**src/rtl/cpu_step_controller.sv**
```systemverilog
`default_nettype none
// ============================================================================
//  Module   : cpu_step_controller
//  Purpose  : Clock-enable sequencer for the single-cycle processor. Turns
//             debounced step/run button pulses into one-cycle processor
//             enables (single-step or free-running at a divided rate), stops
//             on a processor halt, and counts issued enables for display.
//  Revision : 1.0 - initial release
// ============================================================================
module cpu_step_controller #(
  parameter int RUN_DIV = 25_000_000,
  parameter int DIV_W   = 25
) (
  input  logic        CLK,
  input  logic        clear,
  input  logic        step_pulse,
  input  logic        run_pulse,
  input  logic        halt_req,
  output logic        cpu_en,
  output logic        running,
  output logic        halted,
  output logic [15:0] step_count
);

  localparam logic [1:0] S_PAUSE  = 2'd0;
  localparam logic [1:0] S_RUN    = 2'd1;
  localparam logic [1:0] S_HALTED = 2'd2;

  // Divider restarts here on every RUN entry, so the first enable lands
  // exactly RUN_DIV edges after the entry edge.
  localparam logic [DIV_W-1:0] c_DIV_RELOAD = DIV_W'(RUN_DIV - 1);

  logic [1:0]       r_state;
  logic [DIV_W-1:0] r_div;
  logic             r_cpu_en;
  logic [15:0]      r_step_count;

  // Mode sequencing, divider and enable generation; halt beats run beats step.
  always_ff @(posedge CLK) begin
    if (clear) begin
      r_state  <= S_PAUSE;
      r_cpu_en <= 1'b0;
      r_div    <= c_DIV_RELOAD;
    end else begin
      r_cpu_en <= 1'b0;
      case (r_state)
        S_PAUSE: begin
          if (halt_req) begin
            r_state <= S_HALTED;
          end else if (run_pulse) begin
            // A step arriving together with run is intentionally dropped.
            r_state <= S_RUN;
            r_div   <= c_DIV_RELOAD;
          end else if (step_pulse) begin
            r_cpu_en <= 1'b1;
          end
        end
        S_RUN: begin
          if (halt_req) begin
            // Takes effect even when the divider is due; that enable is lost.
            r_state <= S_HALTED;
          end else if (run_pulse) begin
            r_state <= S_PAUSE;
          end else if (r_div == '0) begin
            r_cpu_en <= 1'b1;
            r_div    <= c_DIV_RELOAD;
          end else begin
            r_div <= r_div - 1'b1;
          end
        end
        S_HALTED: begin
          // Leaving HALTED needs the processor to have dropped its request.
          if (run_pulse && !halt_req) begin
            r_state <= S_PAUSE;
          end
        end
        default: begin
          r_state <= S_PAUSE;
        end
      endcase
    end
  end

  // Count enables as they are issued; wraps silently at 16 bits.
  always_ff @(posedge CLK) begin
    if (clear) begin
      r_step_count <= 16'd0;
    end else if (r_cpu_en) begin
      r_step_count <= r_step_count + 16'd1;
    end
  end

  assign cpu_en     = r_cpu_en;
  assign running    = (r_state == S_RUN);
  assign halted     = (r_state == S_HALTED);
  assign step_count = r_step_count;

endmodule
`default_nettype wire

```
**config.mk**
```make
export PLATFORM = sky130hd
export DESIGN_NAME = cpu_step_controller
export DESIGN_NICKNAME = d
export VERILOG_FILES = /design/src/rtl/cpu_step_controller.sv
export SDC_FILE = /design/constraint.sdc
export NUM_CORES = 1
export LEC_CHECK = 0
export ABC_AREA = 1
export BUFFER_PORTS_ARGS = -buffer_cell sky130_fd_sc_hd__buf_2
export CAP_MARGIN = 10
export CORE_ASPECT_RATIO = 0.6
export CORE_UTILIZATION = 30
export DETAILED_ROUTE_END_ITERATION = 8
export SYNTH_ARGS = -nofsm -noshare
export SYNTH_HDL_FRONTEND = slang
export SYNTH_SLANG_ARGS = --single-unit
```
**constraint.sdc**
```tcl
create_clock -name CLK -period 2.2 [get_ports CLK]
set_clock_uncertainty 0.15 [all_clocks]
set_input_delay 0 -clock CLK [delete_from_list [all_inputs] [get_ports CLK]]
set_output_delay 0 -clock CLK [all_outputs]
set_load 0.01 [all_outputs]
```
# Yosys cells after proc, flatten, opt, wreduce, memory -nomap -nowiden
# Cells that the tools add are included.
# totals
rom_bits,0
word_cells,41
latch_bits,0
output_inout_bits,19
register_bits,44
mem_count,0
ramBits,0
input_bits,5
# classes
n_mux,19
n_eq_ne,9
n_div,0
n_mul,0
reduce_logical,7
n_bitwise,0
magnitude_cmp,0
shifts,0
add_sub_neg,2
# op_table
cell,count
$mux W25,5
$pmux W25 S2,1
$logic_not A25 Y1,1
$sub A25 B1 Y25 const B,1
$add A16 B1 Y16 const B,1
$mux W2,5
$ne A2 B2 Y1 const B,4
$mux W1,6
$ne A3 B3 Y1 const B,2
$pmux W2 S3,1
$reduce_and A5 Y1,1
$reduce_and A3 Y1,1
$eq A2 B1 Y1 const B,1
$eq A2 B2 Y1 const B,1
$logic_not A2 Y1,1
$ne A2 B1 Y1 const B,1
$pmux W1 S2,1
$reduce_bool A2 Y1,1
$logic_and A1 B1 Y1,1
$logic_not A1 Y1,1

# Logic depth before layout (Yosys ltp)
# Gate-level depths: netlist of the first run.
# logic_depth
word_depth,5
depth_mapped,10
ltp_nobuf,10

# Least setup slack after synthesis of the first run
# Ideal clock, no wire load.
# synth_path
path_kind,flip-flop to flip-flop
start,register r_step_count[0] (netlist: step_count[0])
end,register r_step_count[12] (netlist: step_count[12])
n_path_buf,0
setup_time_ns,0.115
stages_incl_launch_ff,9
t_required_ns,1.935
synth_period_minus_slack_ns,1.556
t_arrival_ns,1.291
slack_ns,0.644
cell_sequence,dfxtp_1 > ha_1 > nand3_2 > nor3_2 > inv_1 > nor2_2 > nand2_1 > o21ai_1 > nor2_1
# synth_between
elab_chain_len,1
# synth_rtl
element,line,text
from (decl),36,logic [15:0] r_step_count;
from (signal assigned),89,r_step_count <= r_step_count + 16'd1;
$add A16 B1 Y16,89,
# No other way between the ends.
# A chain may end at the register's enable or synchronous reset.

# Worst setup path after layout of the first run
# layout_path
start,register r_state[1]
end,register r_cpu_en (netlist: cpu_en)
# layout_between
elab_chain_len,2
word_cells_on_any_way,3
cone_classes,1 x eq/ne; 1 x mux; 1 x reduce/logical
# layout_rtl
element,line,text
from (decl),33,logic [1:0] r_state;
from (signal assigned),41,r_state <= S_PAUSE;
from (signal assigned),49,r_state <= S_HALTED;
from (signal assigned),52,r_state <= S_RUN;
$eq A2 B1 Y1 or $logic_not A2 Y1 (tied branches),46,case (r_state)
$pmux W1 S2 (*),46,
to (signal assigned),42,r_cpu_en <= 1'b0;
to (signal assigned),45,r_cpu_en <= 1'b0;
to (signal assigned),55,r_cpu_en <= 1'b1;
to (decl),35,logic r_cpu_en;
# Mark *: on every way between the ends. The rest lies on a longest branch, timed or not.

==> results of run 1 <==
## layout make-up
cell class	instances	area [um2]
clock buffers	5	125
clock inverters	3	42.5
fillers	775	4570
inverters	44	165
multi-input cells	241	1250
flip-flops and latches	44	881
well taps	104	130
repair buffers	31	190
## critical path, stage by stage (launching register included)
cell and delay [ns]:
dfxtp_1 0.34, nor2_1 0.17, nand3_1 0.09, dlygate4sd3_1 0.60, a21oi_2 0.15, dlygate4sd3_1 0.55
## power by group through the flow
stage          combinational (uW)  sequential [uW]  clock (uW)
5_1_grt                       102              815         905
2_1_floorplan                61.7              831           0
6_report                     90.3              814         858
4_1_cts                      88.9              814         875
3_5_place_dp                 80.8              832           0
3_3_place_gp                 78.9              832           0
## per-layer routing
metal	GRT usage (%)	part of all wire (%)
met1	23.2	57
met5	0	0
met3	3.13	5.1
met2	19.5	37
met4	2.60	0.35
## registers in the layout, summed over array words and instances, names as in the netlist
name,count
r_state,2
step_count,16
cpu_en,1
r_div,25
## repair_timing
action                                  in CTS  in global routing
hold buffers                                 6                  0
endpoints found under the setup margin       0                  1
hold endpoints to repair                    10                  0
resized for setup                            0                  8
buffers inserted                             0                  0
## synthesized netlist by cell type, drive strengths merged (2+ instances only)
library cell	n
nand3b	2
a21oi	15
o211ai	3
or2	2
nand4	12
nor3b	2
o21ai	14
nand2	73
nand3	24
nor2	71
buf	2
inv	44
dfxtp	44
clkbuf	3
xor2	8
nor3	7
ha	2
## cells by family (layout without fill, tap and decap cells)
group | count (synthesis) | count (layout)
buffers and inverters | 49 | 83
AND/OR/NAND/NOR | 193 | 193
flip-flops | 44 | 44
AO/OA/AOI/OAI | 37 | 37
adder cells (fa/ha/maj) | 2 | 2
XOR/XNOR | 9 | 9
## path summary, 6_finish.rpt
kind | end | slack (ns) | cells after the start
worst min register to register | step_count[15] | 0.32 | 2
worst min-delay path | r_div[22] | 0.16 | 6
worst max-delay path | cpu_en | 0.09 | 5
worst max register to register | cpu_en | 0.09 | 5
## through the flow
| step | cell area (um2) | worst slack [ns] | hold slack (ns) | std cells |
|---|---|---|---|---|
| floorplan | 2310 | 0.644 | -0.00212 | 334 |
| global placement | 2530 | 0.390 | 0.147 | 458 |
| detailed placement | 2530 | 0.337 | 0.136 | 458 |
| CTS | 2760 | 0.0996 | 0.168 | 472 |
| global route | 2790 | -0.0283 | 0.233 | 472 |
| finish | 2790 | 0.0934 | 0.164 | 472 |
==> impl_results.md, run 1 <==
- #FFs+latches synth: 44
- Most frequent cells in the layout: nand2_1, nor2_1, dfxtp_1
- CP Max Fanout: 3
- Final net count: 374
- Routed wire length: 5.50 mm
- Bufs on Longest Clock Path: 2
- First-pass GRT wire length: 9.14 mm
- Internal Power: 1370 uW
- DRT antenna net count: 0
- Worst Min Path Start: halt_req
- N_diodes: 0
- # clock sinks: 44
- Skew-Pair Late Insertion Delay: 0.29 ns
- P&R area growth vs syn: 20.7%
- Synth top area cells: dfxtp_1, nand2_1, nor2_1, inv_1, nand3_1
- CTS tree: built
- Vias per Instance: 4.57
- 1st-iter DRT viols: 205
- Number of remaining DRC errors: 0
- Crit path time final: 2.11 ns
- Die H: 70.0 um
- Worst EP arrival: 2.19 ns
- Root buf cell: clkbuf_16
- Register area share after synthesis: 38.2%
- Peak Freq: 0.475 GHz
- Compound-cell area share of the yosys netlist: 9.05%
- Detailed placer's ending HPWL: 4.13 mm
- Max-Cap Viols: 0
- Top cell type's share of synthesized area: 38.2%
- Commonest non-fill, non-tap cell in the layout: nand2_1
- Largest family of logic cells by synthesized area: simple AND/OR/NAND/NOR gates
- Worst-Margin Slew: 0.560 ns
- Largest net degree at the start of global routing: 18
- Vias in the first global route: 1887
- Combinational share of power: 5.1%
- Post-synth ARST share: 0%
- Final period util: 95.8%
- IO Pins: 24
- Routed vias: 2158
- Post-Synthesis Cells: 334
- Switching Fraction: 22.3%
- Clock transition at path regs: 0.07 ns
- Post-layout util: 37.9%
- Number of synthesis warnings: 0
- Chip Width: 115 um
- Mux share of post-synthesis cell area: 0%
- Adder-Cell Fraction of Synth Area: 1.08%
- Pwr Total: 1760 uW
- Crit Path Category: reg2reg
- Status: finished, final reports clean
- Final Hold Fails: 0
- Worst r2r src: r_state[1]
- Syn Nets: 341
- Buffers on Ports: 23
- Initial antenna violation count: 0
- Library cells used by synthesis: 33
- Worst Setup End Kind: flip-flop
- Grt ovf: 0
- Post-synth top area cell: dfxtp_1
- Setup Total Neg Slack: 0 ns
- Core Region: 7360 um2
- Syn avg cell area: 6.91 um2
- Simple-Gate Fraction of Synth Area: 39.7%
- Worst VDD drop: 0.441 mV
- Sequential power share: 46.2%
- EDFF count, synth: 0
- Initial cell density of the core: 31.4%
- # setup viols final: 0
- Gpl congestion: 0.848
- First-pass detailed-route iteration total: 4
- Die Area: 8060 um2
- Synth Area in XOR/XNOR: 3.41%
- GRT Total Usage: 14.5%
- Slew Viols, Final: 0
- H-tree levels: 2
- Synth Flop Type: dfxtp_1
- Min-Delay Path Class: in2reg
- Rows: 24
- P_sw: 392 uW
- Routed len/inst: 11.7 um
- Clk pwr share: 48.7%
- Leakage power: 0.00119 uW
- Rel. slew slack: 62.6%
- Ratio of cells with drive above 1 in the final layout: 18.5%
- CP required: 2.28 ns
- Synthesized area: 2310 um2
- Pwr per Cell Area: 633 nW/um2
- Startpoint Class: flip-flop
- Setup crit start: r_state[1]
- CTS Buf Count: 5
Power figures use the tool's default switching activity.
==> run 2: changes to the inputs <==
Settings changed: RECOVER_POWER from default to 100.
==> impl_results.md, run 2 (synthesis gave the netlist of run 1 again) <==
- First-pass detailed-route iteration total: 4
- Initial cell density of the core: 31.4%
- Min-Delay Path Class: in2reg
- Final period util: 95.3%
- Met1 Usage GRT: 23.2%
- Worst Setup End Kind: flip-flop
- GRT Max-Usage Layer: met1
- Hold path depth: 6
- # clock sinks: 44
- Internal Power: 1370 uW
- N_diodes: 0
- Most frequent cells in the layout: nand2_1, nor2_1, dfxtp_1
- Met3 Use GR: 3.13%
- Sequential power share: 46.2%
- Worst-Margin Slew: 0.557 ns
- Bufs on Longest Clock Path: 2
- Post-layout util: 37.2%
- Reg2reg path depth: 5
- Switching Fraction: 22.3%
- Core Region: 7360 um2
- Worst r2r src: r_state[1]
- 1st-iter DRT viols: 223
- Peak Freq: 0.477 GHz
- Setup Total Neg Slack: 0 ns
- Hold_ws: 0.167 ns
- Worst EP arrival: 2.18 ns
- Rows: 24
- Chip Width: 115 um
- Slew Viols, Final: 0
- Initial antenna violation count: 0
- DRT antenna net count: 0
- Met2 global-route usage: 19.5%
- Detailed placer's ending HPWL: 4.13 mm
- Status: finished, final reports clean
- Crit path time final: 2.10 ns
- Vias in the first global route: 1887
- Commonest non-fill, non-tap cell in the layout: nand2_1
- Clock transition at path regs: 0.07 ns
- CP required: 2.28 ns
- Die Area: 8060 um2
- RR Endpoint: cpu_en
- CTS tree: built
- Routed wire length: 5.55 mm
- Root buf cell: clkbuf_16
- GRT Total Usage: 14.5%
- CTS Buf Count: 5
- P_sw: 394 uW
- First-pass GRT wire length: 9.14 mm
- Number of remaining DRC errors: 0
- Clk pwr share: 48.8%
- Leakage power: 0.00111 uW
- Grt ovf: 0
- Final net count: 374
- Combinational share of power: 5.0%
- Hold endpoint: r_div[22]
- Internal reg-to-reg setup slack: 0.13 ns
- Startpoint Class: input pin
- P&R area growth vs syn: 18.5%
- Pwr per Cell Area: 644 nW/um2
- Final Hold Fails: 0
- Ratio of cells with drive above 1 in the final layout: 11.1%
- Routed len/inst: 11.8 um
- IO Pins: 24
- H-tree levels: 2
- Routed vias: 2154
- Vias per Instance: 4.56
- Largest register FFs: 25
- Rel. slew slack: 62.8%
- # setup viols final: 0
- Buffers on Ports: 23
- Most flop-heavy register: r_div
- Largest net degree at the start of global routing: 18
- Crit Path Category: in2reg
- Max-Cap Viols: 0
- Worst Min Path Start: halt_req
- Die H: 70.0 um
- Skew-Pair Late Insertion Delay: 0.29 ns
- CP Max Fanout: 3
- Gpl congestion: 0.848
- Worst VDD drop: 0.441 mV
## run 2: what timing repair did
item,CTS,global route
setup endpoints to repair,0,1
hold endpoints to repair,10,0
buffers inserted,0,0
resized for setup,0,8
hold buffers,6,0
## run 2: worst max-delay path: stages
cell	delay [ns]
dlygate4sd3_1	0.53
buf_2	0.14
nor2_2	0.13
nand3_1	0.09
dlygate4sd3_1	0.60
a21oi_2	0.14
dlygate4sd3_1	0.55
## run 2: power groups by stage
stage / combinational [uW] / sequential [uW] / clock, uW
CTS: 88.9 / 814 / 875
global route: 99.5 / 815 / 905
floorplan: 61.7 / 831 / 0
finish: 87.8 / 813 / 861
detailed placement: 80.8 / 832 / 0
global placement: 78.9 / 832 / 0
## run 2: metrics by stage
step | area, um2 | worst slack (ns) | power (uW) | instances
2_1_floorplan | 2310 | 0.644 | 892 | 334
3_3_place_gp | 2530 | 0.390 | 911 | 458
3_5_place_dp | 2530 | 0.337 | 913 | 458
4_1_cts | 2760 | 0.0996 | 1780 | 472
5_1_grt | 2740 | -0.0366 | 1820 | 472
6_report | 2740 | 0.104 | 1760 | 472
## run 2: worst max-delay path by stage
stage	to	from	slack, ns	cells after the start
finish	cpu_en	run_pulse	0.10	7
global route	cpu_en	r_div[0]	-0.04	9
CTS	cpu_en	run_pulse	0.1	7
detailed placement	r_div[24]	r_div[0]	0.34	10
global placement	r_div[24]	r_div[0]	0.39	10
floorplan	step_count[12]	step_count[0]	0.64	8
## run 2: area by class of cell
class | instances | area (um2)
inverter | 44 | 165
clock buffer | 5 | 125
clock inverter | 3 | 42.5
tap | 104 | 130
timing repair buffer | 31 | 164
fill | 790 | 4620
multi-input combinational | 241 | 1230
sequential | 44 | 881
## run 2: routing by layer
layer  wire length [um]  vias up
met5                  0        -
met2               2040       42
met1               3160      975
met4                 33        0
li1                   -     1133
met3                311        4
==> run 3: changes to the inputs <==
--- a/config.mk
+++ b/config.mk
@@ -10,4 +10,5 @@
 export CAP_MARGIN = 10
 export CORE_ASPECT_RATIO = 0.6
+export CORE_MARGIN = 2
 export CORE_UTILIZATION = 30
 export DETAILED_ROUTE_END_ITERATION = 8
==> constraint.sdc (replaced) <==
create_clock -name CLK -period 2.2 [get_ports CLK]
set_clock_uncertainty 0.15 [all_clocks]
set_input_delay 0.22 -clock CLK [delete_from_list [all_inputs] [get_ports CLK]]
set_output_delay 0.22 -clock CLK [all_outputs]
set_load 0.01 [all_outputs]
==> impl_results.md, run 3 (synthesis gave the netlist of run 1 again) <==
- Status: finished, final reports clean
- CTS Buf Count: 5
- Die Area: 8440 um2
- Most flop-heavy register: r_div
- 1st-iter DRT viols: 174
- Hold endpoint: cpu_en
- Initial cell density of the core: 31.4%
- First-pass detailed-route iteration total: 4
- P&R area growth vs syn: 14.7%
- Ratio of cells with drive above 1 in the final layout: 9.09%
- Final net count: 369
- Reg2reg path depth: 9
- Initial antenna violation count: 0
- Sequential power share: 47.2%
- Slew Viols, Final: 0
- # setup viols final: 0
- P_sw: 361 uW
- Final period util: 91.5%
- Post-layout util: 36.0%
- Cells after DPL: 459
- IO Pins: 24
- Startpoint Class: flip-flop
- First-pass GRT wire length: 9.07 mm
- Crit path time final: 2.01 ns
- RR Endpoint: r_div[16]
- DRT antenna net count: 0
- Detailed placer's ending HPWL: 4.29 mm
- Root buf cell: clkbuf_16
- Internal Power: 1360 uW
- Clock transition at path regs: 0.06 ns
- Switching Fraction: 20.9%
- Buffers on Ports: 23
- Most frequent cells in the layout: nand2_1, nor2_1, dfxtp_1
- CTS tree: built
- Rel. slew slack: 59.8%
- # clock sinks: 44
- Commonest non-fill, non-tap cell in the layout: nand2_1
- Chip Width: 117 um
- Number of remaining DRC errors: 0
- N_diodes: 0
- Worst EP arrival: 2.04 ns
- Skew-Pair Late Insertion Delay: 0.28 ns
- Crit Path Category: reg2reg
- Vias in the first global route: 1823
- Pwr per Cell Area: 651 nW/um2
- Worst Min Path Start: step_pulse
- Grt ovf: 0
- Vias per Instance: 4.56
- Gpl congestion: 0.879
- Peak Freq: 0.497 GHz
- Post_cts resized: 0
- Largest net degree at the start of global routing: 18
- Pwr Total: 1720 uW
- CP required: 2.22 ns
- Worst r2r src: r_state[0]
- Bufs on Longest Clock Path: 2
- Post-route insts no fill: 467
- Internal reg-to-reg setup slack: 0.19 ns
- RSZ-0062 raised after global routing: false
- Leakage power: 0.00108 uW
- Worst Setup End Kind: flip-flop
- GRT Total Usage: 13.7%
- Combinational share of power: 4.6%
- Setup Total Neg Slack: 0 ns
- Hold path depth: 3
- Worst-Margin Slew: 0.604 ns
- Worst VDD drop: 0.272 mV
- Routed vias: 2130
- Core Region: 7360 um2
- Setup bufs post-CTS: 0
- Largest register FFs: 25
- Min-Delay Path Class: in2reg
- CP Max Fanout: 17
- Post-CTS Hold Buffers: 0
- Routed len/inst: 11.8 um
- H-tree levels: 2
- Routed wire length: 5.53 mm
- Die H: 72.0 um
- Clk pwr share: 48.2%
- Final Hold Fails: 0
- Rows: 24
- Max-Cap Viols: 0
## run 3: per-layer routing
layer	wire length, um	GRT usage, %	vias up	share of wire [%]
met3	337	3.76	2	6.1
met5	0	0	-	0
met2	1980	16.9	51	36
met1	3200	23.3	947	58
met4	12	1.96	0	0.22
li1	-	-	1130	-
## run 3: worst max path at each step
stage / endpoint / from / cells after the start / slack [ns]
3_3_place_gp: r_div[21] / r_div[0] / 10 / 0.39
5_1_grt: r_div[10] / r_state[0] / 9 / 0.03
3_5_place_dp: r_div[16] / r_div[0] / 10 / 0.31
2_1_floorplan: step_count[12] / step_count[0] / 8 / 0.64
6_report: r_div[16] / r_state[0] / 9 / 0.19
4_1_cts: r_div[16] / r_div[0] / 10 / 0.29
## run 3: power by group through the flow
| stage | Clock, uW | Combinational [uW] | Sequential, uW |
|---|---|---|---|
| floorplan | 0 | 61.7 | 831 |
| global placement | 0 | 80.4 | 832 |
| detailed placement | 0 | 82.8 | 832 |
| CTS | 849 | 83.0 | 814 |
| global route | 878 | 90.7 | 815 |
| finish | 830 | 79.4 | 814 |
## run 3: final cells by class
cell class / count / area (um2)
Tap cell: 104 / 130
Clock buffer: 6 / 129
Multi-Input combinational cell: 241 / 1200
Inverter: 44 / 165
Sequential cell: 44 / 881
Clock inverter: 2 / 35.0
Timing Repair Buffer: 26 / 110
Fill cell: 812 / 4710
## run 3: stage by stage
stage                     worst slack [ns]  hold WS, ns  instance area, um2
after CTS                            0.294       0.0688                2710
after detailed placement             0.309        0.307                2540
after global placement               0.393        0.302                2540
after floorplan                      0.644        0.218                2310
final                                0.186       0.0773                2650
after global routing                0.0303       0.0804                2650
## run 3: critical path: stages, from the launching register on
cell and delay [ns]:
dfxtp_1 0.35, inv_1 0.07, nor2_1 0.37, nand2_2 0.11, nand2_4 0.23, nand2_2 0.12
inv_1 0.19, nand2_1 0.10, xor2_1 0.15, nand2_1 0.06
